===== src/rtl/ahb3lite_pkg.sv =====
// Shared AHB3-Lite encodings used by masters and slaves on this interconnect.
package ahb3lite_pkg;

    localparam logic [1:0] HTRANS_IDLE   = 2'b00;
    localparam logic [1:0] HTRANS_BUSY   = 2'b01;
    localparam logic [1:0] HTRANS_NONSEQ = 2'b10;
    localparam logic [1:0] HTRANS_SEQ    = 2'b11;

    localparam logic [2:0] HBURST_SINGLE = 3'b000;
    localparam logic [2:0] HBURST_INCR   = 3'b001;
    localparam logic [2:0] HBURST_WRAP4  = 3'b010;
    localparam logic [2:0] HBURST_INCR4  = 3'b011;
    localparam logic [2:0] HBURST_WRAP8  = 3'b100;
    localparam logic [2:0] HBURST_INCR8  = 3'b101;
    localparam logic [2:0] HBURST_WRAP16 = 3'b110;
    localparam logic [2:0] HBURST_INCR16 = 3'b111;

    localparam logic [2:0] HSIZE_BYTE  = 3'b000;
    localparam logic [2:0] HSIZE_HWORD = 3'b001;
    localparam logic [2:0] HSIZE_WORD  = 3'b010;
    localparam logic [2:0] HSIZE_DWORD = 3'b011;
    localparam logic [2:0] HSIZE_B128  = 3'b100;
    localparam logic [2:0] HSIZE_B256  = 3'b101;
    localparam logic [2:0] HSIZE_B512  = 3'b110;
    localparam logic [2:0] HSIZE_B1024 = 3'b111;

    localparam logic HRESP_OKAY  = 1'b0;
    localparam logic HRESP_ERROR = 1'b1;

endpackage


===== src/rtl/ahb3lite_mst_bridge_if.sv =====
// AHB3-Lite bus bundle between the bridge (master) and the interconnect (slave side).
interface ahb3lite_mst_bridge_if #(
    parameter int HADDR_SIZE = 32,
    parameter int HDATA_SIZE = 32
);
    logic [HADDR_SIZE-1:0] HADDR;
    logic                  HWRITE;
    logic [2:0]            HSIZE;
    logic [2:0]            HBURST;
    logic [3:0]            HPROT;
    logic [1:0]            HTRANS;
    logic                  HMASTLOCK;
    logic [HDATA_SIZE-1:0] HWDATA;
    logic [HDATA_SIZE-1:0] HRDATA;
    logic                  HREADY;
    logic                  HRESP;

    modport master (
        output HADDR, HWRITE, HSIZE, HBURST, HPROT, HTRANS, HMASTLOCK, HWDATA,
        input  HRDATA, HREADY, HRESP
    );

    modport slave (
        input  HADDR, HWRITE, HSIZE, HBURST, HPROT, HTRANS, HMASTLOCK, HWDATA,
        output HRDATA, HREADY, HRESP
    );
endinterface


===== src/rtl/ahb3lite_mst_bridge.sv =====
// Command-stream to AHB3-Lite master: single NONSEQ transfers, address phase of
// the next command overlapped with the data phase of the current one, one
// in-order response per command. An ERROR response cancels the pending address
// phase, which is then re-presented rather than dropped.
module ahb3lite_mst_bridge
    import ahb3lite_pkg::*;
#(
    parameter int         HADDR_SIZE  = 32,
    parameter int         HDATA_SIZE  = 32,
    parameter logic [3:0] HPROT_VALUE = 4'b0011
) (
    input  logic                  HRESETn,
    input  logic                  HCLK,

    input  logic                  cmd_valid,
    output logic                  cmd_ready,
    input  logic [HADDR_SIZE-1:0] cmd_addr,
    input  logic                  cmd_write,
    input  logic [2:0]            cmd_size,
    input  logic [HDATA_SIZE-1:0] cmd_wdata,

    output logic                  rsp_valid,
    output logic [HDATA_SIZE-1:0] rsp_rdata,
    output logic                  rsp_err,

    ahb3lite_mst_bridge_if.master ahb
);

    // Address-phase stage
    logic                  ap_valid_q, ap_valid_d;
    logic [HADDR_SIZE-1:0] ap_addr_q,  ap_addr_d;
    logic                  ap_write_q, ap_write_d;
    logic [2:0]            ap_size_q,  ap_size_d;
    logic [HDATA_SIZE-1:0] ap_wdata_q, ap_wdata_d;

    // Data-phase stage
    logic                  dp_valid_q, dp_valid_d;
    logic                  dp_write_q, dp_write_d;
    logic [HDATA_SIZE-1:0] dp_wdata_q, dp_wdata_d;

    // Response registers
    logic                  rsp_valid_q, rsp_valid_d;
    logic [HDATA_SIZE-1:0] rsp_rdata_q, rsp_rdata_d;
    logic                  rsp_err_q,   rsp_err_d;

    logic cancel_s;
    logic accept_s;
    logic advance_s;

    // An ERROR on the transfer in data phase blocks the pipeline for both ERROR cycles.
    assign cancel_s  = dp_valid_q & (ahb.HRESP == HRESP_ERROR);
    assign advance_s = ahb.HREADY & ~cancel_s;
    assign cmd_ready = ~cancel_s & (~ap_valid_q | ahb.HREADY);
    assign accept_s  = cmd_valid & cmd_ready;

    // Next-state for the AP/DP pipeline and the response registers.
    always_comb begin
        ap_valid_d  = ap_valid_q;
        ap_addr_d   = ap_addr_q;
        ap_write_d  = ap_write_q;
        ap_size_d   = ap_size_q;
        ap_wdata_d  = ap_wdata_q;
        dp_valid_d  = dp_valid_q;
        dp_write_d  = dp_write_q;
        dp_wdata_d  = dp_wdata_q;
        rsp_valid_d = 1'b0;
        rsp_rdata_d = rsp_rdata_q;
        rsp_err_d   = 1'b0;

        // Data phase: take over the address phase when the bus moves on; on the
        // final ERROR cycle the errored transfer retires and AP stays put.
        if (advance_s) begin
            dp_valid_d = ap_valid_q;
            dp_write_d = ap_write_q;
            dp_wdata_d = ap_wdata_q;
        end else if (ahb.HREADY) begin
            dp_valid_d = 1'b0;
        end else begin
            dp_valid_d = dp_valid_q;
        end

        // Address phase: an accepted command loads AP (also legal while AP was
        // empty during a wait state); otherwise AP empties once it has moved on.
        if (accept_s) begin
            ap_valid_d = 1'b1;
            ap_addr_d  = cmd_addr;
            ap_write_d = cmd_write;
            ap_size_d  = cmd_size;
            ap_wdata_d = cmd_wdata;
        end else if (advance_s) begin
            ap_valid_d = 1'b0;
        end else begin
            ap_valid_d = ap_valid_q;
        end

        // A data phase completing this cycle produces the response next cycle.
        if (ahb.HREADY && dp_valid_q) begin
            rsp_valid_d = 1'b1;
            rsp_rdata_d = dp_write_q ? {HDATA_SIZE{1'b0}} : ahb.HRDATA;
            rsp_err_d   = (ahb.HRESP == HRESP_ERROR);
        end else begin
            rsp_valid_d = 1'b0;
        end
    end

    // Pipeline and response state; reset empties both stages so the bus goes IDLE at once.
    always_ff @(posedge HCLK or negedge HRESETn) begin
        if (!HRESETn) begin
            ap_valid_q  <= 1'b0;
            ap_addr_q   <= {HADDR_SIZE{1'b0}};
            ap_write_q  <= 1'b0;
            ap_size_q   <= 3'b000;
            ap_wdata_q  <= {HDATA_SIZE{1'b0}};
            dp_valid_q  <= 1'b0;
            dp_write_q  <= 1'b0;
            dp_wdata_q  <= {HDATA_SIZE{1'b0}};
            rsp_valid_q <= 1'b0;
            rsp_rdata_q <= {HDATA_SIZE{1'b0}};
            rsp_err_q   <= 1'b0;
        end else begin
            ap_valid_q  <= ap_valid_d;
            ap_addr_q   <= ap_addr_d;
            ap_write_q  <= ap_write_d;
            ap_size_q   <= ap_size_d;
            ap_wdata_q  <= ap_wdata_d;
            dp_valid_q  <= dp_valid_d;
            dp_write_q  <= dp_write_d;
            dp_wdata_q  <= dp_wdata_d;
            rsp_valid_q <= rsp_valid_d;
            rsp_rdata_q <= rsp_rdata_d;
            rsp_err_q   <= rsp_err_d;
        end
    end

    assign ahb.HADDR     = ap_addr_q;
    assign ahb.HWRITE    = ap_write_q;
    assign ahb.HSIZE     = ap_size_q;
    assign ahb.HBURST    = HBURST_SINGLE;
    assign ahb.HPROT     = HPROT_VALUE;
    assign ahb.HTRANS    = (ap_valid_q && !cancel_s) ? HTRANS_NONSEQ : HTRANS_IDLE;
    assign ahb.HMASTLOCK = 1'b0;
    assign ahb.HWDATA    = dp_wdata_q;

    assign rsp_valid = rsp_valid_q;
    assign rsp_rdata = rsp_rdata_q;
    assign rsp_err   = rsp_err_q;

endmodule

===== src/flat_wrapper.sv =====
// flat-port wrapper written by rule: the top's interface ports become plain ports
module ahb3lite_mst_bridge_flat import ahb3lite_pkg::*;
#(
    parameter int         HADDR_SIZE  = 32,
    parameter int         HDATA_SIZE  = 32,
    parameter logic [3:0] HPROT_VALUE = 4'b0011
)
  (HRESETn, HCLK, cmd_valid, cmd_ready, cmd_addr, cmd_write, cmd_size, cmd_wdata, rsp_valid, rsp_rdata, rsp_err, ahb_HADDR, ahb_HWRITE, ahb_HSIZE, ahb_HBURST, ahb_HPROT, ahb_HTRANS, ahb_HMASTLOCK, ahb_HWDATA, ahb_HRDATA, ahb_HREADY, ahb_HRESP);
  ahb3lite_mst_bridge_if #(.HADDR_SIZE(HADDR_SIZE), .HDATA_SIZE(HDATA_SIZE)) ahb_i ();
  input  logic HRESETn;
  input  logic HCLK;
  input  logic cmd_valid;
  output logic cmd_ready;
  input  logic [HADDR_SIZE-1:0] cmd_addr;
  input  logic cmd_write;
  input  logic [2:0] cmd_size;
  input  logic [HDATA_SIZE-1:0] cmd_wdata;
  output logic rsp_valid;
  output logic [HDATA_SIZE-1:0] rsp_rdata;
  output logic rsp_err;
  output wire logic [$bits(ahb_i.HADDR)-1:0] ahb_HADDR;
  output wire logic [$bits(ahb_i.HWRITE)-1:0] ahb_HWRITE;
  output wire logic [$bits(ahb_i.HSIZE)-1:0] ahb_HSIZE;
  output wire logic [$bits(ahb_i.HBURST)-1:0] ahb_HBURST;
  output wire logic [$bits(ahb_i.HPROT)-1:0] ahb_HPROT;
  output wire logic [$bits(ahb_i.HTRANS)-1:0] ahb_HTRANS;
  output wire logic [$bits(ahb_i.HMASTLOCK)-1:0] ahb_HMASTLOCK;
  output wire logic [$bits(ahb_i.HWDATA)-1:0] ahb_HWDATA;
  input wire logic [$bits(ahb_i.HRDATA)-1:0] ahb_HRDATA;
  input wire logic [$bits(ahb_i.HREADY)-1:0] ahb_HREADY;
  input wire logic [$bits(ahb_i.HRESP)-1:0] ahb_HRESP;
  assign ahb_HADDR = ahb_i.HADDR;
  assign ahb_HWRITE = ahb_i.HWRITE;
  assign ahb_HSIZE = ahb_i.HSIZE;
  assign ahb_HBURST = ahb_i.HBURST;
  assign ahb_HPROT = ahb_i.HPROT;
  assign ahb_HTRANS = ahb_i.HTRANS;
  assign ahb_HMASTLOCK = ahb_i.HMASTLOCK;
  assign ahb_HWDATA = ahb_i.HWDATA;
  assign ahb_i.HRDATA = ahb_HRDATA;
  assign ahb_i.HREADY = ahb_HREADY;
  assign ahb_i.HRESP = ahb_HRESP;
  ahb3lite_mst_bridge #(.HADDR_SIZE(HADDR_SIZE), .HDATA_SIZE(HDATA_SIZE), .HPROT_VALUE(HPROT_VALUE)) u_core (.HRESETn(HRESETn), .HCLK(HCLK), .cmd_valid(cmd_valid), .cmd_ready(cmd_ready), .cmd_addr(cmd_addr), .cmd_write(cmd_write), .cmd_size(cmd_size), .cmd_wdata(cmd_wdata), .rsp_valid(rsp_valid), .rsp_rdata(rsp_rdata), .rsp_err(rsp_err), .ahb(ahb_i));
endmodule

===== config.mk =====
export PLATFORM = sky130hd
export DESIGN_NAME = ahb3lite_mst_bridge_flat
export DESIGN_NICKNAME = d
export VERILOG_FILES = /design/src/rtl/ahb3lite_pkg.sv /design/src/rtl/ahb3lite_mst_bridge_if.sv /design/src/rtl/ahb3lite_mst_bridge.sv /design/src/flat_wrapper.sv
export SDC_FILE = /design/constraint.sdc
export NUM_CORES = 1
export LEC_CHECK = 0
export CAP_MARGIN = 25
export CELL_PAD_IN_SITES_DETAIL_PLACEMENT = 0
export CELL_PAD_IN_SITES_GLOBAL_PLACEMENT = 1
export CORE_MARGIN = 2
export CORE_UTILIZATION = 34
export DETAILED_ROUTE_END_ITERATION = 16
export GPL_ROUTABILITY_DRIVEN = 0
export PLACE_DENSITY_LB_ADDON = 0.12
export SLEW_MARGIN = 40
export SYNTH_ARGS = -nofsm -noshare
export SYNTH_HDL_FRONTEND = slang
export SYNTH_SLANG_ARGS = --single-unit

===== constraint.sdc =====
create_clock -name HCLK -period 1.45 [get_ports HCLK]
set_input_delay 0.29 -clock HCLK [delete_from_list [all_inputs] [get_ports HCLK]]
set_output_delay 0.29 -clock HCLK [all_outputs]
set_load 0.03 [all_outputs]

After elaboration in Yosys (flattened, before gate mapping):

Index checks and enable logic that the tools add are counted.

* logic and storage cells: 31
* flip-flop bits (word level): 137
* input port bits: 105
* memories kept: 0
* latch bits: 0
* ROM bits: 0
* output and inout port bits: 113
* bits in writable memories: 0

* shift operators: 0
* reductions and logical operators: 5
* multiply operators: 0
* bitwise logic cells: 7
* multiplexer cells: 8
* divide/modulo/power cells: 0
* equality and inequality tests: 0
* magnitude comparators: 0
* add/sub/neg operators: 0

Operators with widths (number)
* two-way mux 32 bit: 1
* two-way mux 1 bit: 6
* AND 1 bit: 4
* nonzero test 2 bit: 2
* logical AND 1 bit: 2
* two-way mux 2 bit: 1
* NOT 1 bit: 2
* zero test 1 bit: 1
* OR 1 bit: 1

Longest topological paths before layout:

Gate-level depths: netlist of run 1.

* depth in word-level cells: 5
* gate-level depth with buffers: 5
* depth with buffers taken out: 3

Worst setup path after synthesis of run 1:

OpenSTA, ideal clock, no wires.

* path type: register to register
* from: reg u_core.dp_valid_q
* to: reg u_core.dp_wdata_q[2], in the netlist u_core.ahb.HWDATA[2]
* path slack: 0.124 ns
* data required time: 1.325 ns
* cell stages (with the launch flop): 6
* buffers on the path: 2
* setup time: 0.125 ns
* arrival: 1.202 ns
* period minus slack after synthesis: 1.326 ns
* path through: dfrtp_1 -> nand2_1 -> and2_1 -> buf_6 -> buf_6 -> mux2_2

* word-level cells in the longest chain between the ends: 3

Ends and longest elaborated chain
* from (decl): line ahb3lite_mst_bridge.sv:37 `logic dp_valid_q, dp_valid_d;`
* from (signal assigned): line ahb3lite_mst_bridge.sv:126 `dp_valid_q <= dp_valid_d;`
* AND 1 bit: line ahb3lite_mst_bridge.sv:51 `assign cancel_s = dp_valid_q & (ahb.HRESP == HRESP_ERROR);`
* NOT 1 bit: line ahb3lite_mst_bridge.sv:52 `assign advance_s = ahb.HREADY & ~cancel_s;`
* AND 1 bit: line ahb3lite_mst_bridge.sv:52
* to (signal assigned): line ahb3lite_mst_bridge.sv:116 `dp_wdata_q <= {HDATA_SIZE{1'b0}};`
* to (signal assigned): line ahb3lite_mst_bridge.sv:128 `dp_wdata_q <= dp_wdata_d;`
* to (decl): line ahb3lite_mst_bridge.sv:39 `logic [HDATA_SIZE-1:0] dp_wdata_q, dp_wdata_d;`

Every way passes these cells.
A chain may end at the register's enable or synchronous reset.

Final worst setup path of run 1:

* from: reg u_core.dp_valid_q
* to: out ahb_HTRANS[1]

* word-level cells in the longest chain between the ends: 4

Ends and longest elaborated chain
* AND 1 bit: line ahb3lite_mst_bridge.sv:51
* zero test 1 bit: line ahb3lite_mst_bridge.sv:140 `assign ahb.HTRANS = (ap_valid_q && !cancel_s) ? HTRANS_NONSEQ : HTRANS_IDLE;`
* logical AND 1 bit: line ahb3lite_mst_bridge.sv:140
* two-way mux 2 bit: line ahb3lite_mst_bridge.sv:140
* to (decl): line flat_wrapper.sv:26 `output wire logic [$bits(ahb_i.HTRANS)-1:0] ahb_HTRANS;`

Every way passes these cells.

==> metrics list, run 1 <==
- The critical path in this run is classified as flip-flop to output pin.
* Utilization of the core after routing: 0.546
- The tool flagged a number of max-cap violations equal to 0.
- Among cell families on the critical path, the largest total delay comes from flip-flops.
- After detailed routing, the number of vias per cell comes to roughly 4.4.
- The first global-routing pass estimated around 20000 um of wire.
- Worst Path Max Fanout: 2
* Type of destination of the critical path: output pin
* Largest family of logic cells by synthesized area: multiplexers
- Multiplexer share of the synthesized area: 0.221
- Count of different cell masters after synthesis: 18
* Buffer cell driving the clock tree root: sky130_fd_sc_hd__clkbuf_16
* Total gr overflow: 0
* DRT met1 WL: 5130 um
- Area share of xor/xnor cells in the synthesized design: 0
- For this configuration, the core starts out at a cell density of 0.350.
- Worst-path cell with the longest stage delay: sky130_fd_sc_hd__dfrtp_1
* LEAKAGE: between 3 and 4 nW
- The share of the Yosys chip area taken by registers is 0.640.
- Wire segments on met3 add up to between 1000 and 1500 um in the final route.
- In this run the horizontal extent of the chip is 130 um.
- Of the post-synthesis cell area, the dominant cell type holds 0.640.
- Counting flops with an async set or reset pin after synthesis yields a share of 1.00.
- Traced cell by cell, the critical path runs through buf_6 > a21oi_4 > buf_6.
- Row Count: 45
* Antenna violations before repair: 0
* Final worst setup slack: -45.5 ps
- Counting flops with a built-in enable in the synthesized netlist gives 0.
* Violations in the final reports: setup timing
* Register bit total from synthesis: between 100 and 150
* Cts bufs inserted: 17
- The routed layout has between 3000 and 4000 vias.
* Global routing usage summed across all routing layers: 0.157
- Synth Area in Compound Gates: 0.0318
* WP data required: 1160 ps
- The worst setup path is launched from a flip-flop.
* Clock share of power: 0.254
- Most used flip-flop cell after synthesis: sky130_fd_sc_hd__dfrtp_1
* Switching part of the total power: 0.364
- The Yosys step of the flow raised 0 warnings.
- Area of the die: between 0.015 and 0.02 mm^2
- CTS Buffer Depth: 2
* Share of synthesized cell area in and, or, nand and nor gates: 0.0677
- Worst hold-check path type: input port to asynchronous set/reset pin
- Most frequent cell on the critical path: sky130_fd_sc_hd__buf_6
* CP arrival: around 1200 ps
- In the final layout, the share of cells above drive strength 1 is 0.410.
- The number of antenna diodes in the final layout is 0.
- Commonest cells in the synthesized netlist: 137 x sky130_fd_sc_hd__dfrtp_1, 85 x sky130_fd_sc_hd__mux2_2, 34 x sky130_fd_sc_hd__nand2_1
- Clock tree from TritonCTS: done
- The clock tree synthesis step divided the H-tree into 4 levels.
* Post-route total power: approximately 0.018 W
- Post-route non-filler standard cell count: between 800 and 900
- Vertical die dimension: ~130 um
- Nets: 707
- Clock transition at the registers of the reported paths: about 60 ps
- Unrepaired setup endpoints after global routing: yes
* Number of setup violations in the final report: 2
* Count of nets left with antenna violations after detail routing: 0
- Maximum clock frequency: around 670 MHz
- Dominant cells by area after synthesis: sky130_fd_sc_hd__dfrtp_1 64%, sky130_fd_sc_hd__mux2_2 18%, sky130_fd_sc_hd__nand2b_1 3.9%
- The analysis attributes to net switching a power of 0.00672 W.
- The detailed router used layers up to and including met4.
- Minimum period implied by the final worst setup slack: 1500 ps
- Routed length per placed instance: 15.3 um
* Dominant cell type by area after synthesis: sky130_fd_sc_hd__dfrtp_1
- Once detailed placement completed, the half-perimeter wirelength came to 9010 um.
- Cell internal power was estimated by the tool at between 0.01 and 0.015 W.
* Status: finished, violations left
- The final count of hold timing violations came to 0.
- In the final timing run, aggregate negative setup slack is -84.2 ps.
- The share of total power dissipated in sequential elements is 0.337.
* Number of DRC markers in iteration 0: between 100 and 150
- Among all cell types in the netlist, the one instantiated most often is sky130_fd_sc_hd__dfrtp_1.
- The largest single stage delay on the critical path is around 400 ps.
- Across the VDD grid, the largest voltage drop is about 1200 uV.
- Maximum number of pins on one net before global-route repair: 66
* Count of port buffers added during placement: between 200 and 250
* Adder-cell area share of the yosys netlist: 0
* Clock latency on the worst-skew pair: about 410 ps
- Routed WL: between 10000 and 15000 um
* Via count of the first global-routing pass: roughly 3900
- PD cells: 2210 mW/mm^2
- Ports: ~220
- Final Cycle Share: 1.03
* Cells after synthesis: approximately 380
* CP Buf/Inv Count: 2
- Synthesis-to-layout area growth: 56.2%
- Dpl cells: 791
* Length of the first detailed-routing pass in iterations: 4
- For this run, design rule violations remaining after detail routing come to 0.
- Final Slew Violations: 0
* Mapped cell area: approximately 0.0054 mm^2
- The clock net in this run drives a total of between 100 and 150 sinks.
- Length of routed met2 wiring: 5900 um
- Floorplan core area: approximately 0.015 mm^2
* Syn_area_per_cell: about 14 um^2
* Fraction of power consumed by combinational cells: 0.409
* Maximum clock skew at final layout: just under 5 ps
-- repair_timing --
item	4_1_cts	5_1_grt
buffers inserted	1	1
pin swaps	1	0
endpoints found under the hold margin	89	0
hold buffers	1	0
resized for setup	262	44
endpoints found under the setup margin	103	55
-- cells by family after synthesis --
logic type | after synthesis
other | 2
DFF | 137
and+or+nand+nor | 71
AOI/OAI and AO/OA | 34
muxes | 102
buffers and inverters | 32
-- sequential cells by signal, indices dropped and copies added, names as in the netlist, 3 cells and up --
signal / flops
u_core.ahb.HSIZE: 3
u_core.ap_wdata_q: 32
u_core.ahb.HADDR: 32
u_core.ahb.HWDATA: 32
u_core.rsp_rdata: 32
-- power groups by stage --
stage	sequential (W)	clock, W	combinational, W
after floorplan	0.00868	0	0.00213
after global placement	0.00622	0	0.00818
after detailed placement	0.00629	0	0.00827
after CTS	0.00624	0.00482	0.00789
after global routing	0.00644	0.00502	0.00805
final	0.00621	0.00469	0.00755
-- metrics by stage --
stage | hold WS, ps | area (um^2) | setup slack, ps
floorplan | -5.59 | 5380 | 124
global placement | 154 | 7800 | -345
detailed placement | 153 | 7800 | -361
CTS | 289 | 8560 | -107
global route | 305 | 8370 | -115
finish | 298 | 8370 | -45.5
-- routing by layer --
metal	GRT usage	vias to the layer above
met5	0	-
met4	0.0588	0
met3	0.0780	13
met2	0.249	141
met1	0.186	1756
li1	-	1708
-- final cells by class --
cell class | instances | area, um^2
fillers | 1357 | 6950
flip-flops and latches | 137 | 3430
repair buffers | 228 | 2240
multi-input cells | 216 | 1780
clock buffers | 20 | 447
well taps | 211 | 264
clock inverters | 12 | 198
inverters | 2 | 7.51
-- final timing paths --
check                                     startpoint                    to  slack, ps  cells after the start
worst max-delay path               u_core.dp_valid_q         ahb_HTRANS[1]        -50                      3
worst min-delay path                         HRESETn  u_core.ahb.HWDATA[2]        300                      2
worst max register to register     u_core.ap_valid_q   u_core.ahb.HSIZE[2]         30                      5
worst min register to register  u_core.rsp_rdata[12]  u_core.rsp_rdata[12]        480                      2
max in group asynchronous                    HRESETn  u_core.ahb.HADDR[22]        620                      3
min in group HCLK                      ahb_HRDATA[6]   u_core.rsp_rdata[6]        440                      3
-- cells in the final DEF, fill, tap and decap left out, types with 9 or more instances in the layout --
cell                              synthesis  layout
sky130_fd_sc_hd__mux2_2                  85      85
sky130_fd_sc_hd__clkdlybuf4s15_2          0      55
sky130_fd_sc_hd__nand2b_1                33      32
sky130_fd_sc_hd__buf_12                   0      11
sky130_fd_sc_hd__mux2_4                   9       9
sky130_fd_sc_hd__o21ai_0                 33      33
sky130_fd_sc_hd__clkbuf_16                0      17
sky130_fd_sc_hd__clkdlybuf4s50_1          0     103
sky130_fd_sc_hd__nand2_1                 34      32
sky130_fd_sc_hd__clkbuf_2                 0      42
sky130_fd_sc_hd__conb_1                   2       9
sky130_fd_sc_hd__dfrtp_1                137     137
Note: power is estimated with default switching activity, not from simulation.
==> run 2, diff against run 1 <==
Settings changed: CAP_MARGIN 25 to 20, CTS_CLUSTER_SIZE set to 40, SLEW_MARGIN 40 to 10.
==> results of run 2 <==
The final DEF is identical to that of run 1; final timing and power are the same.
